## src/rtl/mac_pkg.sv

```systemverilog
// Shared MAC lane types: OFM stream port, writer FSM states and the capture helper.
// MAC_OFM_WRITER_RELU_EN selects ReLU-on-capture in mac_ofm_capture().
package mac_pkg;

    localparam int MAC_OFM_PACK_DEF = 4;

    typedef struct packed {
        logic [31:0] data;
        logic        output_end;
    } mac_lane_ofm_port;

    typedef enum logic [1:0] {
        IDLE = 2'd0,
        FILL = 2'd1,
        SEND = 2'd2
    } mac_ofm_wr_state_e;

    // Sign bit set covers -0.0, negative numbers and negative NaN alike.
    function automatic logic [31:0] mac_ofm_capture(input logic [31:0] word);
`ifdef MAC_OFM_WRITER_RELU_EN
        mac_ofm_capture = word[31] ? 32'h0000_0000 : word;
`else
        mac_ofm_capture = word;
`endif
    endfunction

endpackage

```

## src/rtl/mac_ofm_writer.sv

```systemverilog
// Packs fp32 OFM results PACK per beat and writes them to the output buffer.
// Optional ReLU on capture: define MAC_OFM_WRITER_RELU_EN.
module mac_ofm_writer
    import mac_pkg::*;
#(
    parameter int PACK   = MAC_OFM_PACK_DEF,
    parameter int ADDR_W = 16
) (
    input  logic                   i_clk,
    input  logic                   i_reset,
    input  logic                   i_start,
    input  logic [ADDR_W-1:0]      i_base_addr,
    output logic                   mac_ofm_writer_o_ofm_ready,
    input  logic                   mac_ofm_writer_i_ofm_valid,
    input  mac_lane_ofm_port       mac_ofm_writer_i_ofm_data,
    output logic                   o_wr_valid,
    input  logic                   i_wr_ready,
    output logic [ADDR_W-1:0]      o_wr_addr,
    output logic [32*PACK-1:0]     o_wr_data,
    output logic [PACK-1:0]        o_wr_strb,
    output logic                   o_wr_last,
    output logic                   o_busy,
    output logic                   o_done
);

    localparam int CNT_W = $clog2(PACK);

    mac_ofm_wr_state_e   state_q, state_d;
    logic [CNT_W-1:0]    cnt_q, cnt_d;
    logic [ADDR_W-1:0]   addr_q, addr_d;
    logic [32*PACK-1:0]  data_q, data_d;
    logic [PACK-1:0]     strb_q, strb_d;
    logic                last_q, last_d;
    logic                done_q, done_d;

    // Handshake: a word/beat transfers on the rising edge where valid and ready are both high.
    always_ff @(posedge i_clk or negedge i_reset) begin
        if (!i_reset) begin
            state_q <= IDLE;
            cnt_q   <= '0;
            addr_q  <= '0;
            data_q  <= '0;
            strb_q  <= '0;
            last_q  <= 1'b0;
            done_q  <= 1'b0;
        end else begin
            state_q <= state_d;
            cnt_q   <= cnt_d;
            addr_q  <= addr_d;
            data_q  <= data_d;
            strb_q  <= strb_d;
            last_q  <= last_d;
            done_q  <= done_d;
        end
    end

    always_comb begin
        state_d = state_q;
        cnt_d   = cnt_q;
        addr_d  = addr_q;
        data_d  = data_q;
        strb_d  = strb_q;
        last_d  = last_q;
        done_d  = 1'b0;

        case (state_q)
            IDLE: begin
                // A start coinciding with the done pulse belongs to the tile just closed.
                if (i_start && !done_q) begin
                    addr_d  = i_base_addr;
                    cnt_d   = '0;
                    strb_d  = '0;
                    data_d  = '0;
                    last_d  = 1'b0;
                    state_d = FILL;
                end
            end
            FILL: begin
                if (mac_ofm_writer_i_ofm_valid) begin
                    data_d[32*cnt_q +: 32] =
                        mac_ofm_capture(mac_ofm_writer_i_ofm_data.data);
                    strb_d[cnt_q] = 1'b1;
                    cnt_d         = cnt_q + CNT_W'(1);
                    last_d        = mac_ofm_writer_i_ofm_data.output_end;
                    if (cnt_q == CNT_W'(PACK - 1) || mac_ofm_writer_i_ofm_data.output_end) begin
                        state_d = SEND;
                    end
                end
            end
            SEND: begin
                if (i_wr_ready) begin
                    addr_d = addr_q + ADDR_W'(1);
                    if (last_q) begin
                        done_d  = 1'b1;
                        state_d = IDLE;
                    end else begin
                        cnt_d   = '0;
                        strb_d  = '0;
                        data_d  = '0;
                        state_d = FILL;
                    end
                end
            end
            default: begin
                state_d = IDLE;
            end
        endcase
    end

    assign mac_ofm_writer_o_ofm_ready = (state_q == FILL);
    assign o_wr_valid                 = (state_q == SEND);
    assign o_wr_addr                  = addr_q;
    assign o_wr_data                  = data_q;
    assign o_wr_strb                  = strb_q;
    assign o_wr_last                  = last_q;
    assign o_busy                     = (state_q != IDLE);
    assign o_done                     = done_q;

endmodule

```

## config.mk

```make
export PLATFORM = sky130hd
export DESIGN_NAME = mac_ofm_writer
export DESIGN_NICKNAME = d
export VERILOG_FILES = /design/src/rtl/mac_pkg.sv /design/src/rtl/mac_ofm_writer.sv
export SDC_FILE = /design/constraint.sdc
export NUM_CORES = 1
export LEC_CHECK = 0
export ABC_AREA = 1
export ABC_CLOCK_PERIOD_IN_PS = 3700
export CORE_MARGIN = 2
export CORE_UTILIZATION = 53
export CTS_CLUSTER_DIAMETER = 80
export DETAILED_ROUTE_END_ITERATION = 16
export PLACE_DENSITY = 0.85
export SLEW_MARGIN = 15
export SYNTH_ARGS = -nofsm -noshare
export SYNTH_HDL_FRONTEND = slang
export SYNTH_SLANG_ARGS = --single-unit
```

## constraint.sdc

```tcl
create_clock -name i_clk -period 3.7 [get_ports i_clk]
set_input_delay 0.925 -clock i_clk [delete_from_list [all_inputs] [get_ports i_clk]]
set_output_delay 0.925 -clock i_clk [all_outputs]
set_load 0.02 [all_outputs]
```

==> impl_metrics.json, run 1 <==
{
  "worst_pin_slew_ns": 1.07,
  "cp-end-kind": "primary output",
  "r2r_slack_ns": 0.88,
  "wl_mm": 22.2,
  "ios": 207,
  "viasPerCell": 5.36,
  "fin_nets": 1230,
  "cts-resized-gates": 0,
  "r2r_end": "o_wr_data[86]",
  "avgSynthCellArea_sq_um": 7.72,
  "outcome": "completed",
  "fillCellCount": 1071,
  "synth_fp_nets": 1050,
  "grtUsageMet2_pct": 44.8,
  "whs_ns": 0.473,
  "grt_util_met3_pct": 7.28,
  "syn_to_final_growth_pct": 32.8,
  "cp-endpoint": "o_wr_valid",
  "grt_max_degree": 90,
  "io_buffers": 206,
  "grt_pass1_wl_mm": 34.9,
  "synth_seq_cells": 154,
  "fp.dieArea_sq_um": 15400,
  "power_leakage_uw": 0.00507,
  "finalCritPeriodShare_pct": 86.5,
  "drive_above_1_share_pct": 5.42,
  "maxSlewViolCount": 0,
  "die_w_um": 124,
  "cp.arrival_ns": 2.28,
  "yosysSeqAreaShare_pct": 50.6,
  "maxCapViolCount": 0,
  "tns_ns": 0,
  "final_util_pct": 72.4,
  "slew_headroom_pct": 28.4,
  "antenna_found_initial": 0,
  "synth_cells": 987,
  "root_buffer": "clkbuf_16",
  "wl_per_cell_um": 16.3,
  "place_congestion": 0.874,
  "critPathMaxFanout": 20,
  "postCtsSetupRepairBufs": 0,
  "vdd_drop_max_mv": 0.435,
  "core_area_sq_um": 14000,
  "use_met1_pct": 43.0,
  "drt_iter0_drc": 827,
  "synth.distinct_cells": 28,
  "mappedNetlistArea_sq_um": 7620,
  "die_height_um": 124,
  "final_cell_mix": "nand2_1, clkdlybuf4s50_1, dfrtp_1, nand3_1, nor2_1",
  "reg2reg_depth": 8,
  "path_clk_slew_ns": 0.06,
  "final_common_cell": "nand2_1",
  "rows": 43,
  "cts_max_level": 4,
  "setup_violations": 0,
  "gr-usage-all-layers_pct": 29.8,
  "rr_startpoint": "state_q[1]",
  "max_freq_ghz": 0.312,
  "cp-startpoint": "state_q[1]",
  "powerDensity_nw_per_um2": 694,
  "cts.sinks": 154,
  "cts_tree": "done",
  "design_power_total_uw": 7030,
  "vias": 7283,
  "drc": 0,
  "overflow": 0,
  "drtPass1Iterations": 5,
  "rsz0062_at_grt": "false",
  "clk_latency_ns": 0.44,
  "required_ns": 2.77,
  "grt_pass1_vias": 6735,
  "skew_ns": 0.00507,
  "diodes": 0,
  "critPathLaunchType": "flip-flop",
  "period_needed_ns": 3.20,
  "clock_path_buffers": 2,
  "ant_nets": 0,
  "cts_made_buffers": 17,
  "ctsHoldBuffers": 0,
  "hold_path_class": "flip-flop to flip-flop",
  "grt_busiest_layer": "met2",
  "dp_hpwl_mm": 15.2,
  "ys.warnings.count": 0,
  "hold_viol": 0,
  "initial_core_util_pct": 54.5,
  "crit_type": "flip-flop to primary output"
}
[where the power goes]
group,total (uW),switching (uW),internal [uW]
Sequential,2290,298,2000
Clock,1620,684,940
Combinational,3110,2100,1010
Total,7030,3080,3950
[cell type report]
class	count	area [sq um]	share of cell area [%]
Sequential cell	154	3850	38.1
Multi-Input combinational cell	713	3110	30.7
Timing Repair Buffer	217	2150	21.2
Clock buffer	25	505	4.99
Inverter	64	245	2.42
Tap cell	180	225	2.22
Clock inverter	7	40.0	0.395
[cell usage after synthesis]
master	instances	area, sq um
nand4_1	8	50.1
or2_2	4	25.0
dfrtp_1	154	3850
buf_2	18	90.1
clkbuf_8	1	13.8
inv_6	1	8.76
o21ai_0	23	115
o31ai_1	1	7.51
inv_2	4	15.0
inv_1	59	221
a21oi_1	13	65.1
nand2_2	2	12.5
nor2_2	3	18.8
o211ai_1	3	22.5
nand3_1	146	731
buf_4	4	30.0
ha_1	9	113
nor2_4	2	22.5
clkbuf_1	12	45.0
nand2_4	4	45.0
nand3b_1	2	15.0
o21ai_1	1	5.00
buf_6	21	236
a31oi_1	1	6.26
nor2_1	135	507
nor3_1	1	5.00
o21ai_2	2	17.5
nand2_1	353	1330
[worst min-delay path by stage]
stage | startpoint | end | slack, ns | cells after the start
2_1_floorplan | o_wr_data[32] | o_wr_data[32] | 0.58 | 2
3_3_place_gp | o_wr_data[16] | o_wr_data[16] | 0.45 | 2
3_5_place_dp | o_wr_data[13] | o_wr_data[13] | 0.46 | 2
4_1_cts | o_wr_data[13] | o_wr_data[13] | 0.47 | 2
5_1_grt | o_wr_data[24] | o_wr_data[24] | 0.49 | 2
6_report | o_wr_data[23] | o_wr_data[23] | 0.47 | 2
[critical path, cell delays in order, from the launching register on]
cell and delay [ns]:
dfrtp_1 0.77, inv_1 0.24, nor2_4 0.20, clkdlybuf4s50_1 0.63
[flip-flops by register name (all words and copies together), names as in the netlist]
| register | cells |
|---|---|
| o_wr_data | 128 |
| cnt_q | 2 |
| o_wr_last | 1 |
| state_q | 2 |
| o_done | 1 |
| o_wr_addr | 16 |
| o_wr_strb | 4 |
[per-stage QoR]
step | instance area (sq um) | cells | worst slack [ns]
2_1_floorplan | 7620 | 987 | 1.73
3_3_place_gp | 9580 | 1328 | 0.800
3_5_place_dp | 9580 | 1328 | 0.734
4_1_cts | 10100 | 1360 | 0.529
5_1_grt | 10100 | 1360 | 0.377
6_report | 10100 | 1360 | 0.498
[logic make-up (layout without fill, tap and decap cells)]
kind of cell               after synthesis  count (layout)  share of synthesized area, %
buffers and inverters                  120             313                          8.67
and+or+nand+nor                        660             660                          36.2
adders and majority gates                9               9                          1.48
DFF                                    154             154                          50.6
AOI/OAI and AO/OA                       44              44                          3.14
[routing by layer]
| metal | wire [um] | vias up |
|---|---|---|
| met5 | 0 | - |
| met3 | 1970 | 40 |
| met4 | 526 | 0 |
| li1 | - | 3464 |
| met2 | 10100 | 345 |
| met1 | 9570 | 3434 |
Power figures use the tool's default switching activity.
==> run 2: changes to the inputs <==
--- a/config.mk
+++ b/config.mk
@@ -7,10 +7,12 @@
 export LEC_CHECK = 0
 export ABC_AREA = 1
 export ABC_CLOCK_PERIOD_IN_PS = 3700
+export CAP_MARGIN = 20
 export CORE_MARGIN = 2
 export CORE_UTILIZATION = 53
 export CTS_CLUSTER_DIAMETER = 80
 export DETAILED_ROUTE_END_ITERATION = 16
+export GPL_TIMING_DRIVEN = 0
 export PLACE_DENSITY = 0.85
 export SLEW_MARGIN = 15
 export SYNTH_ARGS = -nofsm -noshare
==> run 2 against run 1 <==
Compared with the run above: largest power group unchanged; clock power up 21%; first-iteration DRC count down 22%; cell area up 4.7%; largest cell class unchanged; register-to-register slack better by 0.58 ns; hold slack worse by 0.011 ns.
==> impl_metrics.json, run 2 (synthesis results as in run 1) <==
{
  "timing.final.ws_setup_ns": 0.419,
  "ant_nets": 0,
  "cp-startpoint": "state_q[0]",
  "grt_pass1_wl_mm": 36.2,
  "cts_tree": "done",
  "grt_pass1_vias": 7050,
  "tns_ns": 0,
  "die_height_um": 124,
  "drtPass1Iterations": 5,
  "setup_violations": 0,
  "final_util_pct": 75.8,
  "core_area_sq_um": 14000,
  "maxCapViolCount": 0,
  "swShare_pct": 41.6,
  "maxSlewViolCount": 0,
  "reg2reg_depth": 7,
  "grt_util_met3_pct": 7.05,
  "outcome": "completed",
  "crit_type": "flip-flop to primary output",
  "path_clk_slew_ns": 0.07,
  "rr_startpoint": "cnt_q[0]",
  "fin_cells": 1406,
  "power_leakage_uw": 0.00530,
  "syn_to_final_growth_pct": 39.1,
  "cts.sinks": 154,
  "r2r_end": "o_wr_data[78]",
  "worst_pin_slew_ns": 0.631,
  "slew_headroom_pct": 58.0,
  "gr-usage-all-layers_pct": 30.7,
  "clock_path_buffers": 2,
  "final_cell_mix": "nand2_1, clkdlybuf4s50_1, dfrtp_1, nand3_1, nor2_1",
  "initial_core_util_pct": 54.5,
  "drt_iter0_drc": 649,
  "p_comb_share_pct": 46.1,
  "grt_max_degree": 81,
  "grtUsageMet2_pct": 48.7,
  "use_met1_pct": 42.1,
  "diodes": 0,
  "viasPerCell": 5.36,
  "ios": 207,
  "rows": 43,
  "vias": 7542,
  "ctsHoldBuffers": 0,
  "critPathMaxFanout": 10,
  "clk_latency_ns": 0.43,
  "hold_path_class": "input pin to async pin",
  "postCtsSetupRepairBufs": 0,
  "io_buffers": 206,
  "design_power_total_uw": 7840,
  "wl_per_cell_um": 16.3,
  "sequentialPowerShare_pct": 29.0,
  "post-place-cells": 1374,
  "cts_max_level": 4,
  "cp-end-kind": "primary output",
  "antenna_found_initial": 0,
  "critPathLaunchType": "flip-flop",
  "cts-resized-gates": 0,
  "drive_above_1_share_pct": 8.08,
  "drc": 0,
  "fp.dieArea_sq_um": 15400,
  "largest_reg_flops": 128,
  "required_ns": 2.77,
  "r2r_slack_ns": 1.46,
  "fillCellCount": 1012,
  "die_w_um": 124,
  "rsz0062_at_grt": "false",
  "wl_mm": 22.9,
  "place_congestion": 0.929,
  "period_needed_ns": 3.28,
  "dp_hpwl_mm": 16.6,
  "cp.arrival_ns": 2.36,
  "fin_nets": 1276,
  "overflow": 0,
  "vdd_drop_max_mv": 0.532,
  "dp_slack_ns": 0.925,
  "skew_ns": 0.00674,
  "finalCritPeriodShare_pct": 88.7,
  "max_freq_ghz": 0.305,
  "cts_made_buffers": 17,
  "powerDensity_nw_per_um2": 740,
  "switching_power_uw": 3260,
  "clkPwrFrac_pct": 24.9,
  "grt_busiest_layer": "met2",
  "root_buffer": "clkbuf_16",
  "final_common_cell": "nand2_1",
  "internal-power_uw": 4580,
  "hold_viol": 0
}
run 2: changes by cell type in the layout (fill, tap and decap cells not counted), sizes merged:
cell      delta
inv          +2
clkinvlp     +1
bufinv       +5
clkinv       -2
buf         +33
clkbuf       +7
run 2: how the worst max path moves through the flow:
stage and end:
2_1_floorplan o_wr_valid, 3_3_place_gp o_wr_data[22], 3_5_place_dp o_wr_valid, 4_1_cts o_wr_valid
5_1_grt o_wr_valid, 6_report o_wr_valid
run 2: cell type report:
cell class / instances / area, sq um / area share, %
Sequential cell: 154 / 3850 / 36.4
Clock buffer: 19 / 443 / 4.18
Clock inverter: 13 / 215 / 2.03
Timing Repair Buffer: 207 / 2090 / 19.8
Tap cell: 180 / 225 / 2.12
Multi-Input combinational cell: 713 / 3110 / 29.3
Inverter: 64 / 245 / 2.31
Buffer: 56 / 415 / 3.92
run 2: stage by stage:
| step | area, sq um | hold WS, ns |
|---|---|---|
| 4_1_cts | 10600 | 0.473 |
| 5_1_grt | 10600 | 0.489 |
| 3_5_place_dp | 9940 | 0.458 |
| 2_1_floorplan | 7620 | 0.576 |
| 3_3_place_gp | 9910 | 0.454 |
| 6_report | 10600 | 0.461 |
run 2: critical path, cell delays in order (launching register included):
cell and delay, ns:
dfrtp_1 0.44, nor2_4 0.29, clkbuf_1 0.48, clkdlybuf4s50_1 0.71
run 2: power groups by stage:
stage               registers (uW)  clock network [uW]  logic, uW
floorplan                     2600                   0       1910
detailed placement            2280                   0       3550
finish                        2280                1960       3610
CTS                           2260                1960       3580
global placement              2290                   0       3490
global route                  2310                2030       3900
run 2: metal layers:
metal  wire length [um]  vias up  share of wire [%]
li1                   -     3554                  -
met1               9650     3549                 42
met2              10700      390                 47
met3               2040       49                8.9
met4                500        0                2.2
met5                  0        -                  0
